<file path="config.mk">
export PLATFORM = sky130hd
export DESIGN_NAME = game_step_sequencer
export DESIGN_NICKNAME = d
export VERILOG_FILES = /design/src/rtl/game_step_sequencer.sv
export SDC_FILE = /design/constraint.sdc
export NUM_CORES = 1
export LEC_CHECK = 0
export ABC_AREA = 1
export CAP_MARGIN = 5
export CORE_MARGIN = 3
export CORE_UTILIZATION = 40
export CTS_CLUSTER_DIAMETER = 30
export DETAILED_ROUTE_END_ITERATION = 10
export GPL_TIMING_DRIVEN = 0
export HOLD_SLACK_MARGIN = 0.06
export PLACE_DENSITY = 0.63
export SLEW_MARGIN = 20
export SYNTH_ARGS = -nofsm -noshare
export SYNTH_HDL_FRONTEND = slang
export SYNTH_SLANG_ARGS = --single-unit
</file>
<file path="constraint.sdc">
create_clock -name clock -period 4.4 [get_ports clock]
set_clock_uncertainty 0.1 [all_clocks]
set_input_delay 0.88 -clock clock [delete_from_list [all_inputs] [get_ports clock]]
set_output_delay 0.88 -clock clock [all_outputs]
set_load 0.005 [all_outputs]
</file>
<file path="src/rtl/game_step_sequencer.sv">
// Frame-rate scheduler: issues one engine start per frame tick, waits for completion
// or timeout, and publishes ready/timeout/busy plus overrun and step counts on eoc.
module game_step_sequencer #(
   parameter int TICK_CYCLES    = 833333,
   parameter int TIMEOUT_CYCLES = 65536,
   parameter int CW             = 20
) (
   input  logic        clock,
   input  logic        reset,
   input  logic        enable,
   input  logic        ack,
   input  logic        eng_done,
   output logic        eng_start,
   output logic        frame_tick,
   output logic [31:0] eoc
);

   localparam int RW = (TIMEOUT_CYCLES > 2) ? $clog2(TIMEOUT_CYCLES) : 1;

   typedef enum logic [1:0] {S_IDLE, S_WAIT, S_ISSUE, S_RUN} state_t;

   state_t         r_state;
   state_t         w_state_next;
   logic [CW-1:0]  r_tick_cnt;
   logic [RW-1:0]  r_run_cnt;
   logic [RW-1:0]  w_run_next;
   logic           r_frame_tick;
   logic           r_eng_start;
   logic           r_ready;
   logic           r_timeout;
   logic           r_busy;
   logic [7:0]     r_ovr_cnt;
   logic [15:0]    r_step_cnt;
   logic           w_ready_next;
   logic           w_timeout_next;
   logic           w_ovr_inc;
   logic           w_step_inc;
   logic           w_tick_hit;

   assign w_tick_hit = enable && (r_tick_cnt == CW'(TICK_CYCLES - 1));

   // enable low overrides everything: abort to IDLE, keep sticky flags and counts.
   always_comb begin
      w_state_next   = r_state;
      w_run_next     = r_run_cnt;
      w_ready_next   = r_ready;
      w_timeout_next = r_timeout;
      w_ovr_inc      = 1'b0;
      w_step_inc     = 1'b0;
      if (ack) begin
         w_ready_next   = 1'b0;
         w_timeout_next = 1'b0;
      end
      if (!enable) begin
         w_state_next = S_IDLE;
      end else begin
         case (r_state)
            S_IDLE: w_state_next = S_WAIT;
            S_WAIT: begin
               if (r_frame_tick) begin
                  if (r_ready) w_ovr_inc = 1'b1;
                  else         w_state_next = S_ISSUE;
               end
            end
            S_ISSUE: begin
               w_run_next   = '0;
               w_state_next = S_RUN;
               w_ovr_inc    = r_frame_tick;
            end
            S_RUN: begin
               w_ovr_inc = r_frame_tick;
               if (eng_done) begin
                  w_ready_next   = 1'b1;
                  w_timeout_next = 1'b0;
                  w_step_inc     = 1'b1;
                  w_state_next   = S_WAIT;
               end else if (r_run_cnt == RW'(TIMEOUT_CYCLES - 1)) begin
                  w_ready_next   = 1'b1;
                  w_timeout_next = 1'b1;
                  w_state_next   = S_WAIT;
               end else begin
                  w_run_next = r_run_cnt + 1'b1;
               end
            end
            default: w_state_next = S_IDLE;
         endcase
      end
   end

   always_ff @(posedge clock) begin
      if (reset) begin
         r_state      <= S_IDLE;
         r_tick_cnt   <= '0;
         r_run_cnt    <= '0;
         r_frame_tick <= 1'b0;
         r_eng_start  <= 1'b0;
         r_ready      <= 1'b0;
         r_timeout    <= 1'b0;
         r_busy       <= 1'b0;
         r_ovr_cnt    <= '0;
         r_step_cnt   <= '0;
      end else begin
         r_state      <= w_state_next;
         r_run_cnt    <= w_run_next;
         r_frame_tick <= w_tick_hit;
         r_eng_start  <= (w_state_next == S_ISSUE);
         r_busy       <= (w_state_next == S_ISSUE) || (w_state_next == S_RUN);
         r_ready      <= w_ready_next;
         r_timeout    <= w_timeout_next;
         r_step_cnt   <= r_step_cnt + {15'd0, w_step_inc};
         if (!enable || w_tick_hit) r_tick_cnt <= '0;
         else                       r_tick_cnt <= r_tick_cnt + 1'b1;
         if (w_ovr_inc && (r_ovr_cnt != 8'hFF)) r_ovr_cnt <= r_ovr_cnt + 1'b1;
      end
   end

   assign eng_start  = r_eng_start;
   assign frame_tick = r_frame_tick;
   assign eoc        = {r_step_cnt, r_ovr_cnt, 5'd0, r_busy, r_timeout, r_ready};

endmodule

</file>
Yosys cells after proc, flatten, opt, wreduce, memory -nomap -nowiden
Cells that the tools add are included.

Reductions and logical operators: 10. $add $sub $neg: 4. Muxes and demuxes: 26. Equality and inequality tests: 10.

Operators with widths (number): $mux W16 (2); $pmux W16 S2 (1); $add A20 B1 Y20 const B (1); $eq A20 B20 Y1 const B (1); $add A16 B1 Y16 (1); $add A16 B1 Y16 const B (1); $eq A16 B16 Y1 const B (1); $mux W1 (16); $mux W2 (5); $add A8 B1 Y8 const B (1); $eq A2 B2 Y1 const B (4); $ne A8 B8 Y1 const B (1); $pmux W2 S4 (1); $ne A2 B2 Y1 const B (2); $reduce_and A4 Y1 (1); $reduce_or A2 Y1 (2); $eq A2 B1 Y1 const B (1); $logic_and A1 B1 Y1 (2); $logic_not A2 Y1 (1); $logic_or A1 B1 Y1 (2); $pmux W1 S2 (1); $reduce_bool A2 Y1 (1); $logic_not A1 Y1 (1).

Word-level logic and storage cells: 60. Bits of input ports: 5. Bits in registers: 67. Output and inout bits: 34.

Longest topological paths before layout
Gate-level depths: netlist of run 1.

Depth after elaboration: 7. Gate-level depth with buffers: 14.

Least setup slack after synthesis of run 1
Ideal clock, no wire load.

Path kind: input-to-reg. Start point: input enable. End point: register r_step_cnt[14]. Path buffers: 0. Data arrival time: 2319 ps. Stages on the path: 13. Setup time: 117 ps. Slack: 1864 ps. Cell sequence: inv_1 -> nor2_1 -> nand2_1 -> inv_1 -> ha_1 -> ha_1 -> nand3_1 -> nor2_1 -> nand2_1 -> nor3_1 -> nand2_1 -> o21ai_0 -> nor2_1.

Cells in the longest elaborated chain, start to end: 2.

RTL lines: start: declaration (line 10) `input logic enable,`; $mux W1 (line 54) `if (!enable) begin`; $add A16 B1 Y16 (line 110) `r_step_cnt <= r_step_cnt + {15'd0, w_step_inc};`; end signal: assignment (line 110); end: declaration (line 33) `logic [15:0] r_step_cnt;`.

Every way passes these cells. A chain may end at the register's enable or synchronous reset.

Worst setup path after layout of run 1
Start point: input enable. End point: register r_step_cnt[12].

The elaborated chain is that of the path after synthesis.

==> impl_metrics.yaml, run 1 <==
die:
  die_x_um: 101
  initial_utilization: 0.424
  num_rows: 33
  core_area_um2: 8460
  die_area_um2: 10100
  die_h_um: 101
  io_pins: 39
pwr:
  p_leak_nw: 1.47
  vdd_drop_max_mv: 0.159
  p_sw_frac: 0.219
  clkPwrFrac: 0.466
  p_switching_uw: 264
  p_int_uw: 939
  power-per-cell-area_nw_per_um2: 282
  seqPwrFrac: 0.506
  combPwrFrac: 0.027
route:
  wl_um: 7920
  drt-pass1-iter-count: 5
  drc: 0
  drt_iter0_drc: 118
  avgRoutedWirePerCell_um: 11.6
  avgViaCountPerCell: 4.87
  vias: 3314
  final_antenna_net_count: 0
synth:
  synth_top_cell_by_area: "dfxtp_1"
  async_flop_share: 0
  yosys.area.top_type_share: 0.374
  syn-instance-count: 523
  syn_avg_cell_area_um2: 6.85
  ys_seq_area_frac: 0.374
  synth_edf_count: 0
  post-synth-top-count-cell: "nand2_1"
  synth_common_cells: "102 x nand2_1, 84 x nor2_1, 67 x dfxtp_1, 67 x inv_1, 35 x nand3_1"
  yosysWarningCount: 0
  netlist_top_cells_area: "dfxtp_1 37%, nand2_1 11%, nor2_1 8.8%, inv_1 7.0%, nand3_1 4.9%"
  synth.distinct_cells: 35
  synth_seq_cells: 67
  ys.flop_type: "dfxtp_1"
  netlist_area_um2: 3580
worst_setup_path:
  rr_worst_depth: 13
  r2r_end: "r_step_cnt[12]"
  crit_fanout: 5
  startpoint: "enable"
  reg2reg_slack_ps: 1830
  setup.worst_path.class: "in2reg"
  path_cells: "clkdlybuf4s50_1 > inv_1 > nor2_1 > nand2_1 > inv_1 > ha_1 > ha_1 > nand3_1 > nor2_1 > nand2_1 > nor3_1 > nand2_1 > o21ai_0 > nor2_1"
  timing.rr.start: "r_state[1]"
  critPathMaxStageDelay_ps: 510
  crit_buf_inv: 3
  worstPathRequired_ps: 4540
  start_kind: "input port"
  crit_slowest_cell: "clkdlybuf4s50_1"
  cp_top_family: "simple AND/OR/NAND/NOR gates"
  cp.depth: 14
  cp-endpoint: "r_step_cnt[12]"
  setup.worst_path.end_class: "register"
  worstPathArrival_ps: 3200
timing:
  fmaxAchievable_mhz: 327
  timing.final.ws_setup_ps: 1340
  fin_crit_sh: 0.695
  finalMaxSlewViolations: 0
  rsz0062_at_grt: "no"
  fin_tns_setup_ps: 0
  finalCriticalPeriod_ps: 3060
  setup-violations-final: 0
  tightest_slew_ps: 711
  final-hold-violation-count: 0
  relSlewSlack: 0.526
  fin_hold_ws_ps: 367
cts:
  cts.sinks: 67
  clk_latency_ps: 340
  htreeDepth: 3
  numCtsBuffers: 9
  cts.root.buffer_cell: "clkbuf_8"
  cts_buffer_depth: 2
  clkTransAtPathRegs_ps: 80
  cts_resized: 0
  hold_buffers: 0
  cts_tree: "yes"
  cts_setup_buffers: 0
global_route:
  grt_pass1_vias: 3164
  grt_max_degree: 13
  grt_pass1_wl_um: 14000
  track_usage: 0.169
  overflow: 0
  antenna_found_initial: 0
place:
  gp_congestion: 0.916
  port_buffers: 32
  post-place-ws_ps: 986
  hpwl_um: 5960
layout:
  antenna_cells: 0
  area_growth_pct: 19.1
  drive_gt1_frac: 0.0991
  layout.nets: 581
run_status:
  status: "finished, final reports clean"
min_path:
  hold_path.class: "reg2reg"
job:
  maxCapViolCount: 0
[worst register-to-register path: stages, from the launching register on]
cell and delay (ps):
dfxtp_1 470, nand2_2 180, nor2_1 130, nand2_1 90, inv_1 60, ha_1 150, ha_1 190, nand3_1 130
nor2_1 150, nand2_1 90, nor3_1 300, nand2_1 170, o21ai_0 190, nor2_1 70
[how the worst min path moves through the flow]
stage | from | endpoint | slack, ps | cells after the start
global placement | r_step_cnt[10] | r_step_cnt[10] | 350 | 2
floorplan | r_tick_cnt[19] | r_tick_cnt[19] | 350 | 2
global route | r_step_cnt[10] | r_step_cnt[10] | 400 | 2
finish | r_step_cnt[10] | r_step_cnt[10] | 370 | 2
detailed placement | r_step_cnt[10] | r_step_cnt[10] | 360 | 2
CTS | r_step_cnt[10] | r_step_cnt[10] | 380 | 2
[layer usage]
| layer | global-route usage | wire, um | vias to the layer above |
|---|---|---|---|
| met1 | 0.215 | 3660 | 1484 |
| met4 | 0.0611 | 79 | 0 |
| met5 | 0 | 0 | - |
| met3 | 0.0304 | 347 | 6 |
| met2 | 0.284 | 3830 | 64 |
| li1 | - | - | 1760 |
[power groups by stage]
stage / registers, mW / clock network [mW] / logic, mW
CTS: 0.609 / 0.577 / 0.0335
finish: 0.609 / 0.561 / 0.0330
floorplan: 0.623 / 0 / 0.0227
global placement: 0.623 / 0 / 0.0329
global route: 0.609 / 0.609 / 0.0374
detailed placement: 0.623 / 0 / 0.0333
[metrics by stage]
stage / std cells / utilization / area (um^2) / power, mW
2_1_floorplan: 527 / - / 3600 / 0.645
3_3_place_gp: 664 / 0.479 / 4050 / 0.656
3_5_place_dp: 664 / 0.479 / 4050 / 0.656
4_1_cts: 680 / 0.504 / 4270 / 1.22
5_1_grt: 680 / 0.504 / 4270 / 1.26
6_report: 680 / 0.504 / 4270 / 1.20
[state kept, by name, summed over array words and instances (netlist names)]
signal / cells
eng_start: 1
r_timeout: 1
r_step_cnt: 16
r_busy: 1
r_tick_cnt: 20
r_ready: 1
r_ovr_cnt: 8
frame_tick: 1
r_state: 2
r_run_cnt: 16
[cell type report]
cell class / count / area [um^2]
Buffer: 17 / 111
Clock buffer: 10 / 128
Clock inverter: 6 / 90.1
Fill cell: 857 / 4200
Inverter: 69 / 273
Multi-Input combinational cell: 374 / 1870
Sequential cell: 67 / 1340
Tap cell: 105 / 131
Timing Repair Buffer: 32 / 320
[cell usage in the layout, fill, tap and decap left out, types with 2 or more instances in the layout]
master | Yosys | final
nand2_1 | 102 | 102
nor2_1 | 84 | 84
inv_1 | 67 | 67
dfxtp_1 | 67 | 67
nand3_1 | 35 | 35
clkdlybuf4s50_1 | 0 | 32
a21oi_1 | 30 | 30
nor3_1 | 24 | 24
nand4_1 | 15 | 15
o21ai_0 | 15 | 15
nand2_2 | 12 | 12
a21oi_2 | 10 | 10
clkbuf_8 | 0 | 9
xor2_1 | 8 | 8
buf_4 | 8 | 8
clkbuf_1 | 6 | 7
ha_1 | 6 | 6
xnor2_1 | 5 | 5
conb_1 | 1 | 5
o21bai_1 | 4 | 4
nor3b_1 | 3 | 3
nand3b_1 | 3 | 3
nor2_4 | 2 | 2
nand2_4 | 2 | 2
a31oi_1 | 2 | 2
clkinv_4 | 0 | 2
bufinv_16 | 0 | 2
[cells by family (layout without fill, tap and decap cells)]
kind of cell | after synthesis | after routing | share of synthesized area
buf+inv | 86 | 134 | 0.107
flops | 67 | 67 | 0.374
simple gates | 285 | 285 | 0.356
fa+ha+maj | 6 | 6 | 0.0209
other cells | 1 | 5 | 0.00105
xor+xnor | 13 | 13 | 0.0318
compound gates | 65 | 65 | 0.109
No activity file was read; power rests on OpenSTA's default activity.
==> run 2: changes to the inputs <==
--- a/config.mk
+++ b/config.mk
@@ -13,7 +13,7 @@
 export DETAILED_ROUTE_END_ITERATION = 10
 export GPL_TIMING_DRIVEN = 0
 export HOLD_SLACK_MARGIN = 0.06
-export PLACE_DENSITY = 0.63
+export PLACE_DENSITY = 0.65
 export SLEW_MARGIN = 20
 export SYNTH_ARGS = -nofsm -noshare
 export SYNTH_HDL_FRONTEND = slang
==> constraint.sdc (replaced) <==
create_clock -name clock -period 2.74 [get_ports clock]
set_clock_uncertainty 0.1 [all_clocks]
set_input_delay 0.548 -clock clock [delete_from_list [all_inputs] [get_ports clock]]
set_output_delay 0.548 -clock clock [all_outputs]
set_load 0.005 [all_outputs]
==> impl_metrics.yaml, run 2 (synthesis results as in run 1) <==
global_route:
  overflow: 0
  met3_usage: 0.0277
  busiest_layer: "met2"
  grt_util_met1: 0.201
  track_usage: 0.161
  grt_max_degree: 14
  grt_pass1_vias: 3081
  antenna_found_initial: 0
  grt_pass1_wl_um: 13400
  grt.met2_usage: 0.274
cts:
  clkTransAtPathRegs_ps: 90
  hold_buffers: 0
  cts_setup_buffers: 0
  cts.sinks: 67
  clk_latency_ps: 340
  htreeDepth: 3
  cts_tree: "yes"
  numCtsBuffers: 9
  cts_resized: 0
  cts.root.buffer_cell: "clkbuf_8"
  cts_buffer_depth: 2
layout:
  largest_register: "r_tick_cnt"
  final_cell_area_um2: 4290
  final_common_cell: "nand2_1"
  antenna_cells: 0
  layout.nets: 581
  drive_gt1_frac: 0.108
  largestRegisters: "r_tick_cnt (20), r_run_cnt (16), r_step_cnt (16)"
  largest_reg_flops: 20
  area_growth_pct: 19.8
  final_cell_mix: "101 x nand2_1, 82 x nor2_1, 67 x inv_1, 67 x dfxtp_1, 35 x nand3_1"
  final_util: 0.507
place:
  placed_cell_area_um2: 4050
  hpwl_um: 5940
  port_buffers: 32
  gp_congestion: 0.864
timing:
  fin_hold_ws_ps: 360
  tightest_slew_ps: 712
  setup-violations-final: 0
  final-hold-violation-count: 0
  fin_crit_sh: 0.923
  rsz0062_at_grt: "yes"
  relSlewSlack: 0.525
  finalCriticalPeriod_ps: 2530
  finalMaxSlewViolations: 0
  fmaxAchievable_mhz: 396
pwr:
  p_leak_nw: 1.49
  p_sw_frac: 0.226
  combPwrFrac: 0.027
  p_switching_uw: 442
  power-per-cell-area_nw_per_um2: 455
  vdd_drop_max_mv: 0.218
  clkPwrFrac: 0.473
  p_int_mw: 1.51
  seqPwrFrac: 0.500
min_path:
  hold-path-cell-count: 2
  hold_end: "r_step_cnt[10]"
  hold_path.class: "reg2reg"
  hp-start: "r_step_cnt[10]"
worst_setup_path:
  crit_fanout: 5
  setup.worst_path.end_class: "register"
  worstPathArrival_ps: 2710
  path_cells: "clkdlybuf4s50_1 > inv_1 > nor2_1 > nand2_1 > inv_1 > ha_1 > ha_1 > nand3_1 > nor2_2 > nand2_1 > nor3_4 > nand2_2 > inv_1 > a21oi_1 > nor2_1"
  rr_worst_depth: 14
  worst_path_most_repeated_cell: "inv_1"
  start_kind: "input port"
  timing.rr.start: "r_state[1]"
  setup.worst_path.class: "in2reg"
  critPathMaxStageDelay_ps: 520
  crit_slowest_cell: "clkdlybuf4s50_1"
  worstPathRequired_ps: 2920
  reg2reg_slack_ps: 380
  r2r_end: "r_step_cnt[12]"
route:
  drt-pass1-iter-count: 5
  drc: 0
  drt_iter0_drc: 146
  final_antenna_net_count: 0
  avgRoutedWirePerCell_um: 11.7
  wl_um: 7980
  vias: 3361
  avgViaCountPerCell: 4.94
die:
  core_area_um2: 8460
  die_x_um: 101
  initial_utilization: 0.424
  die_area_um2: 10100
  num_rows: 33
  io_pins: 39
  die_h_um: 101
job:
  maxCapViolCount: 0
run_status:
  status: "finished, final reports clean"
==> run 2: through the flow <==
step | setup TNS, ps | instances | worst slack [ps] | power, mW
2_1_floorplan | 0 | 527 | 536 | 1.04
3_3_place_gp | -854 | 664 | -284 | 1.05
3_5_place_dp | -870 | 664 | -279 | 1.05
4_1_cts | 0 | 680 | 75.4 | 1.98
5_1_grt | -47.5 | 680 | -33.4 | 2.03
6_report | 0 | 680 | 212 | 1.95
==> run 2: cell type report <==
class,instances,area (um^2)
fill,865,4170
multi-input combinational,374,1890
sequential,67,1340
timing repair buffer,32,320
inverter,69,273
tap,105,131
clock buffer,9,124
buffer,17,111
clock inverter,7,98.8
==> run 2: layer usage <==
layer / routed length [um] / vias to the layer above
li1: - / 1761
met1: 3740 / 1513
met2: 3750 / 66
met3: 309 / 21
met4: 178 / 0
met5: 0 / -
==> run 2: worst max-delay path by stage <==
stage                start        endpoint  slack, ps  cells after the start
finish              enable  r_step_cnt[12]        210                     15
global placement    enable  r_step_cnt[12]       -280                     14
global route        enable  r_step_cnt[12]        -30                     15
floorplan           enable  r_step_cnt[14]        540                     13
detailed placement  enable  r_step_cnt[12]       -280                     14
CTS                 enable  r_step_cnt[12]         80                     14
==> run 2: critical path: cells and delay by family <==
kind                     cells  cell delay, ps
adder cells (fa/ha/maj)      2             330
AO/OA/AOI/OAI                1              60
AND/OR/NAND/NOR              8             980
buffers and inverters        4             790
==> run 2: power groups by stage <==
stage               sequential, mW  combinational [mW]  clock (mW)
detailed placement            1.00              0.0529           0
floorplan                     1.00              0.0365           0
finish                       0.977              0.0531       0.923
CTS                          0.977              0.0532       0.951
global placement              1.00              0.0527           0
global route                 0.978              0.0600       0.990
==> run 3: changes to the inputs <==
--- a/config.mk
+++ b/config.mk
@@ -14,7 +14,8 @@
 export GPL_TIMING_DRIVEN = 0
 export HOLD_SLACK_MARGIN = 0.06
 export PLACE_DENSITY = 0.65
-export SLEW_MARGIN = 20
+export SLEW_MARGIN = 40
 export SYNTH_ARGS = -nofsm -noshare
 export SYNTH_HDL_FRONTEND = slang
 export SYNTH_SLANG_ARGS = --single-unit
+export TNS_END_PERCENT = 20
==> results of run 3 <==
Same layout as run 2: the final DEF is identical, and so are final timing and power.
